[config.mk]
export PLATFORM = sky130hd
export DESIGN_NAME = axi_lite_master
export DESIGN_NICKNAME = d
export VERILOG_FILES = /design/src/rtl/axi_lite_master.sv
export SDC_FILE = /design/constraint.sdc
export NUM_CORES = 1
export LEC_CHECK = 0
export BUFFER_PORTS_ARGS = -buffer_cell sky130_fd_sc_hd__buf_2
export CORE_AREA = 2 2 97 99
export CTS_BUF_LIST = sky130_fd_sc_hd__clkbuf_8 sky130_fd_sc_hd__clkbuf_16
export DETAILED_ROUTE_END_ITERATION = 10
export DIE_AREA = 0 0 99 101
export PLACE_DENSITY = 0.78
export SETUP_SLACK_MARGIN = 0.02
export SLEW_MARGIN = 20
export SYNTH_ARGS = -nofsm -noshare
export SYNTH_HDL_FRONTEND = slang
export SYNTH_SLANG_ARGS = --single-unit
[constraint.sdc]
create_clock -name ACLK -period 2.35 [get_ports ACLK]
set_input_delay 0.47 -clock ACLK [delete_from_list [all_inputs] [get_ports ACLK]]
set_output_delay 0.47 -clock ACLK [all_outputs]
set_load 0.005 [all_outputs]
[src/rtl/axi_lite_master.sv]
// axi_lite_master: single-outstanding AXI4-Lite master behind a cmd/rsp port.
// Optional watchdog compiled in with `define AXI_LITE_MASTER_TIMEOUT_EN.
module axi_lite_master #(
   parameter int ADDR_WIDTH     = 4,
   parameter int DATA_WIDTH     = 32,
   parameter int TIMEOUT_CYCLES = 64
) (
   input  logic                    ACLK,
   input  logic                    ARESETn,
   input  logic                    cmd_valid,
   output logic                    cmd_ready,
   input  logic                    cmd_write,
   input  logic [ADDR_WIDTH-1:0]   cmd_addr,
   input  logic [DATA_WIDTH-1:0]   cmd_wdata,
   input  logic [DATA_WIDTH/8-1:0] cmd_wstrb,
   output logic                    rsp_valid,
   input  logic                    rsp_ready,
   output logic                    rsp_write,
   output logic [DATA_WIDTH-1:0]   rsp_rdata,
   output logic                    rsp_err,
   output logic [ADDR_WIDTH-1:0]   AWADDR,
   output logic                    AWVALID,
   input  logic                    AWREADY,
   output logic [DATA_WIDTH-1:0]   WDATA,
   output logic [DATA_WIDTH/8-1:0] WSTRB,
   output logic                    WVALID,
   input  logic                    WREADY,
   input  logic                    BVALID,
   output logic                    BREADY,
   output logic [ADDR_WIDTH-1:0]   ARADDR,
   output logic                    ARVALID,
   input  logic                    ARREADY,
   input  logic [DATA_WIDTH-1:0]   RDATA,
   input  logic                    RVALID,
   output logic                    RREADY
);

   localparam int SW = DATA_WIDTH / 8;

   typedef enum logic [2:0] {
      IDLE, WR_REQ, WR_RESP, RD_REQ, RD_DATA, RSP
   } state_e;

   state_e state_q, state_d;

   logic [ADDR_WIDTH-1:0] awaddr_q, awaddr_d;
   logic [DATA_WIDTH-1:0] wdata_q, wdata_d;
   logic [SW-1:0]         wstrb_q, wstrb_d;
   logic [ADDR_WIDTH-1:0] araddr_q, araddr_d;
   logic [DATA_WIDTH-1:0] rsp_rdata_q, rsp_rdata_d;
   logic awvalid_q, awvalid_d;
   logic wvalid_q, wvalid_d;
   logic bready_q, bready_d;
   logic arvalid_q, arvalid_d;
   logic rready_q, rready_d;
   logic rsp_valid_q, rsp_valid_d;
   logic rsp_write_q, rsp_write_d;

   logic aw_hs, w_hs, b_hs, ar_hs, r_hs;
   logic aw_done, w_done;
   logic to_hit;

   assign aw_hs   = awvalid_q && AWREADY;
   assign w_hs    = wvalid_q && WREADY;
   assign b_hs    = BVALID && bready_q;
   assign ar_hs   = arvalid_q && ARREADY;
   assign r_hs    = RVALID && rready_q;
   // A channel whose VALID is already low finished on an earlier edge.
   assign aw_done = !awvalid_q || AWREADY;
   assign w_done  = !wvalid_q || WREADY;

`ifdef AXI_LITE_MASTER_TIMEOUT_EN
   localparam int CW = $clog2(TIMEOUT_CYCLES + 1);

   logic [CW-1:0] cnt_q, cnt_d;
   logic          rsp_err_q, rsp_err_d;
   logic          busy, any_hs;

   assign busy   = (state_q == WR_REQ) || (state_q == WR_RESP) ||
                   (state_q == RD_REQ) || (state_q == RD_DATA);
   assign any_hs = aw_hs || w_hs || b_hs || ar_hs || r_hs;
   // Fires on the edge where the count would reach the limit.
   assign to_hit = busy && !any_hs &&
                   (cnt_q == CW'(TIMEOUT_CYCLES - 1));

   // Watchdog count and sticky error flag for the pending response.
   always_comb begin
      cnt_d     = cnt_q;
      rsp_err_d = rsp_err_q;
      if (!busy || any_hs) cnt_d = '0;
      else                 cnt_d = cnt_q + 1'b1;
      if (to_hit)
         rsp_err_d = 1'b1;
      else if (state_q == RSP && rsp_ready)
         rsp_err_d = 1'b0;
   end

   // Watchdog registers.
   always_ff @(posedge ACLK or negedge ARESETn) begin
      if (!ARESETn) begin
         cnt_q     <= '0;
         rsp_err_q <= 1'b0;
      end else begin
         cnt_q     <= cnt_d;
         rsp_err_q <= rsp_err_d;
      end
   end

   assign rsp_err = rsp_err_q;
`else
   assign to_hit  = 1'b0;
   assign rsp_err = 1'b0;
`endif

   // State register.
   always_ff @(posedge ACLK or negedge ARESETn) begin
      if (!ARESETn) state_q <= IDLE;
      else          state_q <= state_d;
   end

   // Next-state logic.
   always_comb begin
      state_d = state_q;
      unique case (state_q)
         IDLE:    if (cmd_valid) state_d = cmd_write ? WR_REQ : RD_REQ;
         WR_REQ:  if (aw_done && w_done) state_d = WR_RESP;
         WR_RESP: if (b_hs) state_d = RSP;
         RD_REQ:  if (ar_hs) state_d = RD_DATA;
         RD_DATA: if (r_hs) state_d = RSP;
         RSP:     if (rsp_ready) state_d = IDLE;
         default: state_d = IDLE;
      endcase
      if (to_hit) state_d = RSP;
   end

   // Next values of the registered AXI and response outputs.
   always_comb begin
      awaddr_d    = awaddr_q;
      wdata_d     = wdata_q;
      wstrb_d     = wstrb_q;
      araddr_d    = araddr_q;
      awvalid_d   = awvalid_q;
      wvalid_d    = wvalid_q;
      bready_d    = bready_q;
      arvalid_d   = arvalid_q;
      rready_d    = rready_q;
      rsp_valid_d = rsp_valid_q;
      rsp_write_d = rsp_write_q;
      rsp_rdata_d = rsp_rdata_q;
      unique case (state_q)
         IDLE: begin
            if (cmd_valid && cmd_write) begin
               awaddr_d  = cmd_addr;
               wdata_d   = cmd_wdata;
               wstrb_d   = cmd_wstrb;
               awvalid_d = 1'b1;
               wvalid_d  = 1'b1;
            end else if (cmd_valid) begin
               araddr_d  = cmd_addr;
               arvalid_d = 1'b1;
            end
         end
         WR_REQ: begin
            if (aw_hs) awvalid_d = 1'b0;
            if (w_hs)  wvalid_d  = 1'b0;
            if (aw_done && w_done) bready_d = 1'b1;
         end
         WR_RESP: begin
            if (b_hs) begin
               bready_d    = 1'b0;
               rsp_write_d = 1'b1;
               rsp_rdata_d = '0;
               rsp_valid_d = 1'b1;
            end
         end
         RD_REQ: begin
            if (ar_hs) begin
               arvalid_d = 1'b0;
               rready_d  = 1'b1;
            end
         end
         RD_DATA: begin
            if (r_hs) begin
               rready_d    = 1'b0;
               rsp_write_d = 1'b0;
               rsp_rdata_d = RDATA;
               rsp_valid_d = 1'b1;
            end
         end
         RSP: begin
            if (rsp_ready) rsp_valid_d = 1'b0;
         end
         default: ;
      endcase
      if (to_hit) begin
         awvalid_d   = 1'b0;
         wvalid_d    = 1'b0;
         bready_d    = 1'b0;
         arvalid_d   = 1'b0;
         rready_d    = 1'b0;
         rsp_write_d = (state_q == WR_REQ) || (state_q == WR_RESP);
         rsp_rdata_d = '0;
         rsp_valid_d = 1'b1;
      end
   end

   // Output registers; reset abandons any transaction in flight.
   always_ff @(posedge ACLK or negedge ARESETn) begin
      if (!ARESETn) begin
         awaddr_q    <= '0;
         wdata_q     <= '0;
         wstrb_q     <= '0;
         araddr_q    <= '0;
         awvalid_q   <= 1'b0;
         wvalid_q    <= 1'b0;
         bready_q    <= 1'b0;
         arvalid_q   <= 1'b0;
         rready_q    <= 1'b0;
         rsp_valid_q <= 1'b0;
         rsp_write_q <= 1'b0;
         rsp_rdata_q <= '0;
      end else begin
         awaddr_q    <= awaddr_d;
         wdata_q     <= wdata_d;
         wstrb_q     <= wstrb_d;
         araddr_q    <= araddr_d;
         awvalid_q   <= awvalid_d;
         wvalid_q    <= wvalid_d;
         bready_q    <= bready_d;
         arvalid_q   <= arvalid_d;
         rready_q    <= rready_d;
         rsp_valid_q <= rsp_valid_d;
         rsp_write_q <= rsp_write_d;
         rsp_rdata_q <= rsp_rdata_d;
      end
   end

   assign cmd_ready = (state_q == IDLE);
   assign rsp_valid = rsp_valid_q;
   assign rsp_write = rsp_write_q;
   assign rsp_rdata = rsp_rdata_q;
   assign AWADDR    = awaddr_q;
   assign AWVALID   = awvalid_q;
   assign WDATA     = wdata_q;
   assign WSTRB     = wstrb_q;
   assign WVALID    = wvalid_q;
   assign BREADY    = bready_q;
   assign ARADDR    = araddr_q;
   assign ARVALID   = arvalid_q;
   assign RREADY    = rready_q;

endmodule

==> parameters.txt <==
Parameter                              Value

Outcome
  Status    completed

CTS
  Maximum level of the CTS H-tree    3
  Sinks on the clock net    86
  Number of buffers added for setup after CTS    0
  Insertion delay to the later sink of the worst-skew pair    0.35 ns
  CTS tree    yes
  Clock Tree Root    clkbuf_8
  CTS Hold Buffers Added    0
  CTS Buffer Depth    2
  Post-CTS resize count    0
  Clock-pin slew on the worst setup and hold paths    0.09 ns
  Number of clock buffers inserted by TritonCTS    9

Synthesis
  Flip-flop and latch count after synthesis    86
  Number of enable-type register cells in the synthesized netlist    0
  Synth async-reset ratio    1.000
  Distinct cells, synth    35
  Share of the yosys chip area belonging to registers    0.6248
  Average footprint of a synthesized cell    14.41 sq um
  Mapped Nets    321
  Cell Area, Synth    about 0.0034 sq mm
  Synthesis Warnings    0
  Top_reg_cell synth    dfrtp_1
  Cells after synthesis    around 240
  Top-area cell type share of the netlist area    0.6248
  Top cell type by total area after synthesis    dfrtp_1
  Leading post-synthesis cells by cell area    dfrtp_1, mux2_2, a22o_1

Route
  Routed len/inst    14.78 um
  Pre-antenna DRT Iters    4
  DR vias/cell    between 4 and 5
  Number of remaining DRC errors    0
  Starting DRT DRC Count    55
  Final WL    7.671 mm
  Overall via count from detail_route    2,552
  Antenna Violating Nets Remaining    0

Worst setup path
  Worst setup EP type    flip-flop
  Required arrival time at the worst endpoint    2.57 ns
  Arrival time at the worst endpoint    2.34 ns
  CP startpoint kind    flip-flop
  Worst R2R End    rsp_rdata[21]
  Worst setup path class    flip-flop to flip-flop
  Largest driver fanout on the critical path    34
  FF-to-FF path depth    4
  Beginning of the worst register-to-register path    state_q[1]
  Internal reg-to-reg setup slack    0.23 ns

Hold path
  Type of the worst min-delay path    input port to asynchronous set/reset pin

Pwr
  Combinational share of power    0.341
  Cell Int Power    3.999 mW
  Max VDD drop    roughly 0.57 mV
  Reg power frac    0.443
  Cell leakage power    2.412 nW
  Power density normalized to cell area    1271 mW/mm^2
  Power share of the clock group    0.215
  Switch share    0.3101
  Sw Pwr    roughly 1.8 mW

Floorplan
  Height of the chip    101 um
  Number of placement rows    35
  Starting density of the core    0.3837
  Number of top-level design ports    between 150 and 200
  Die span in x    99 um
  Core Region    0.008977 sq mm
  Area of the die    0.009999 sq mm

GRT
  Maximum number of pins on one net before global-route repair    46
  Overall routing resource usage    0.1534
  Global-route wire length before repair    12.34 mm
  GR Overflow Total    0
  Vias in the first global route    2,661
  Number of antenna violations at the first check in global routing    0

STA
  Slew of the pin with the lowest slew margin    0.6464 ns
  Setup TNS after final layout    0 ns
  Worst setup margin    0.2266 ns
  Setup repair after global routing missed its margin    false
  Highest Clock Rate    0.4709 GHz
  Fin. max-slew vios    0
  Worst slew margin    0.5686
  Ratio of final minimum period to clock period    0.9036
  Minimum clock period after layout    2.123 ns
  Final setup viols    0
  Number of endpoints with negative hold slack in the final report    0
  Setup clock skew after layout    0.01593 ns

Placed design
  Post-place instance area    0.004314 sq mm
  RePlAce Congestion    0.7582
  Detail Placement HPWL    5.487 mm
  Number of buffer cells added on primary ports    ~170
  Worst slack, placed    around 0.24 ns

Final layout
  Area added between synthesis and finish    32.44%
  Antenna Cells    0
  # nets final    485
  Share of layout cells above drive strength 1    0.5809
  Total non-filler cell area in the finished layout    0.004562 sq mm

Job
  Max-cap violations    0
[state kept, by name (all words and copies together), names as in the netlist]
register,cells
WDATA,32
rsp_rdata,32
ARADDR,4
AWADDR,4
WSTRB,4
state_q,3
ARVALID,1
AWVALID,1
BREADY,1
RREADY,1
WVALID,1
rsp_valid,1
rsp_write,1
[cells in the mapped netlist, types with 2 or more instances]
| library cell | instances |
|---|---|
| nor2_1 | 5 |
| buf_4 | 6 |
| mux2_2 | 44 |
| nor3_1 | 4 |
| o21ai_0 | 2 |
| inv_1 | 5 |
| nand3_2 | 2 |
| nand3_1 | 2 |
| a21oi_1 | 3 |
| nand2_1 | 17 |
| and3_1 | 2 |
| buf_6 | 7 |
| dfrtp_1 | 86 |
| a22o_1 | 32 |
| a31oi_1 | 2 |
[worst max-delay path: stages (launching register included)]
cell,delay [ns]
dfrtp_1,0.67
nor2b_1,0.24
a31o_2,0.19
nand3_2,0.50
a22o_1,0.39
[cell usage in the layout, fill, tap and decap left out, types with 2 or more instances in the layout]
cell type  instances
buf_2            164
nor2_1             5
and3_1             2
a21oi_1            3
nand3_2            2
inv_1              6
clkbuf_8          10
mux2_2            44
a31oi_1            2
a22o_1            32
dfrtp_1           86
nor3_1             4
bufinv_16          3
nand2_1           17
nand3_1            2
buf_4              3
o21ai_0            2
[power by group through the flow]
stage	Sequential, mW	Combinational [mW]	Clock, mW
after global routing	2.67	2.18	1.34
after detailed placement	2.59	2.01	0
final	2.57	1.98	1.25
after floorplan	2.56	1.14	0
after CTS	2.57	2.02	1.30
after global placement	2.56	1.94	0
[per-stage QoR]
step,power (mW),utilization,cells,hold slack [ns]
2_1_floorplan,3.703,-,239,0.1744
3_5_place_dp,4.600,0.4806,503,0.4762
3_3_place_gp,4.505,0.4806,503,0.4768
5_1_grt,6.196,0.5082,519,0.1294
4_1_cts,5.889,0.5082,519,0.1114
6_report,5.796,0.5082,519,0.09577
[area by class of cell]
| cell class | count | area [sq um] |
|---|---|---|
| Fill cell | 820 | 4415 |
| Sequential cell | 86 | 2152 |
| Multi-Input combinational cell | 132 | 1137 |
| Timing Repair Buffer | 168 | 863.3 |
| Tap cell | 111 | 138.9 |
| Clock buffer | 10 | 137.6 |
| Clock inverter | 6 | 110.1 |
| Inverter | 6 | 22.52 |
[cells by family (layout without fill, tap and decap cells)]
family                 after synthesis  after routing  synth area share
buffers and inverters               21            190           0.04504
other                                1              1          0.001089
AOI/OAI and AO/OA                   47             47            0.1130
and+or+nand+nor                     40             40           0.07229
DFF                                 86             86            0.6248
muxes                               44             44            0.1438
[per-layer routing]
metal | up-vias | GRT usage | part of all wire
met5 | - | 0 | 0
met1 | 1236 | 0.1882 | 0.43
li1 | 1189 | - | -
met2 | 116 | 0.2484 | 0.46
met3 | 11 | 0.05409 | 0.093
met4 | 0 | 0.06112 | 0.014
[worst max-delay path by stage]
| stage | startpoint | endpoint | slack [ns] |
|---|---|---|---|
| 2_1_floorplan | state_q[0] | ARADDR[0] | 0.81 |
| 3_3_place_gp | state_q[1] | rsp_rdata[17] | 0.31 |
| 3_5_place_dp | state_q[1] | rsp_rdata[21] | 0.24 |
| 4_1_cts | state_q[1] | rsp_rdata[30] | 0.21 |
| 5_1_grt | state_q[1] | rsp_rdata[22] | 0.05 |
| 6_report | state_q[1] | rsp_rdata[21] | 0.23 |
No activity file was read; power rests on OpenSTA's default activity.
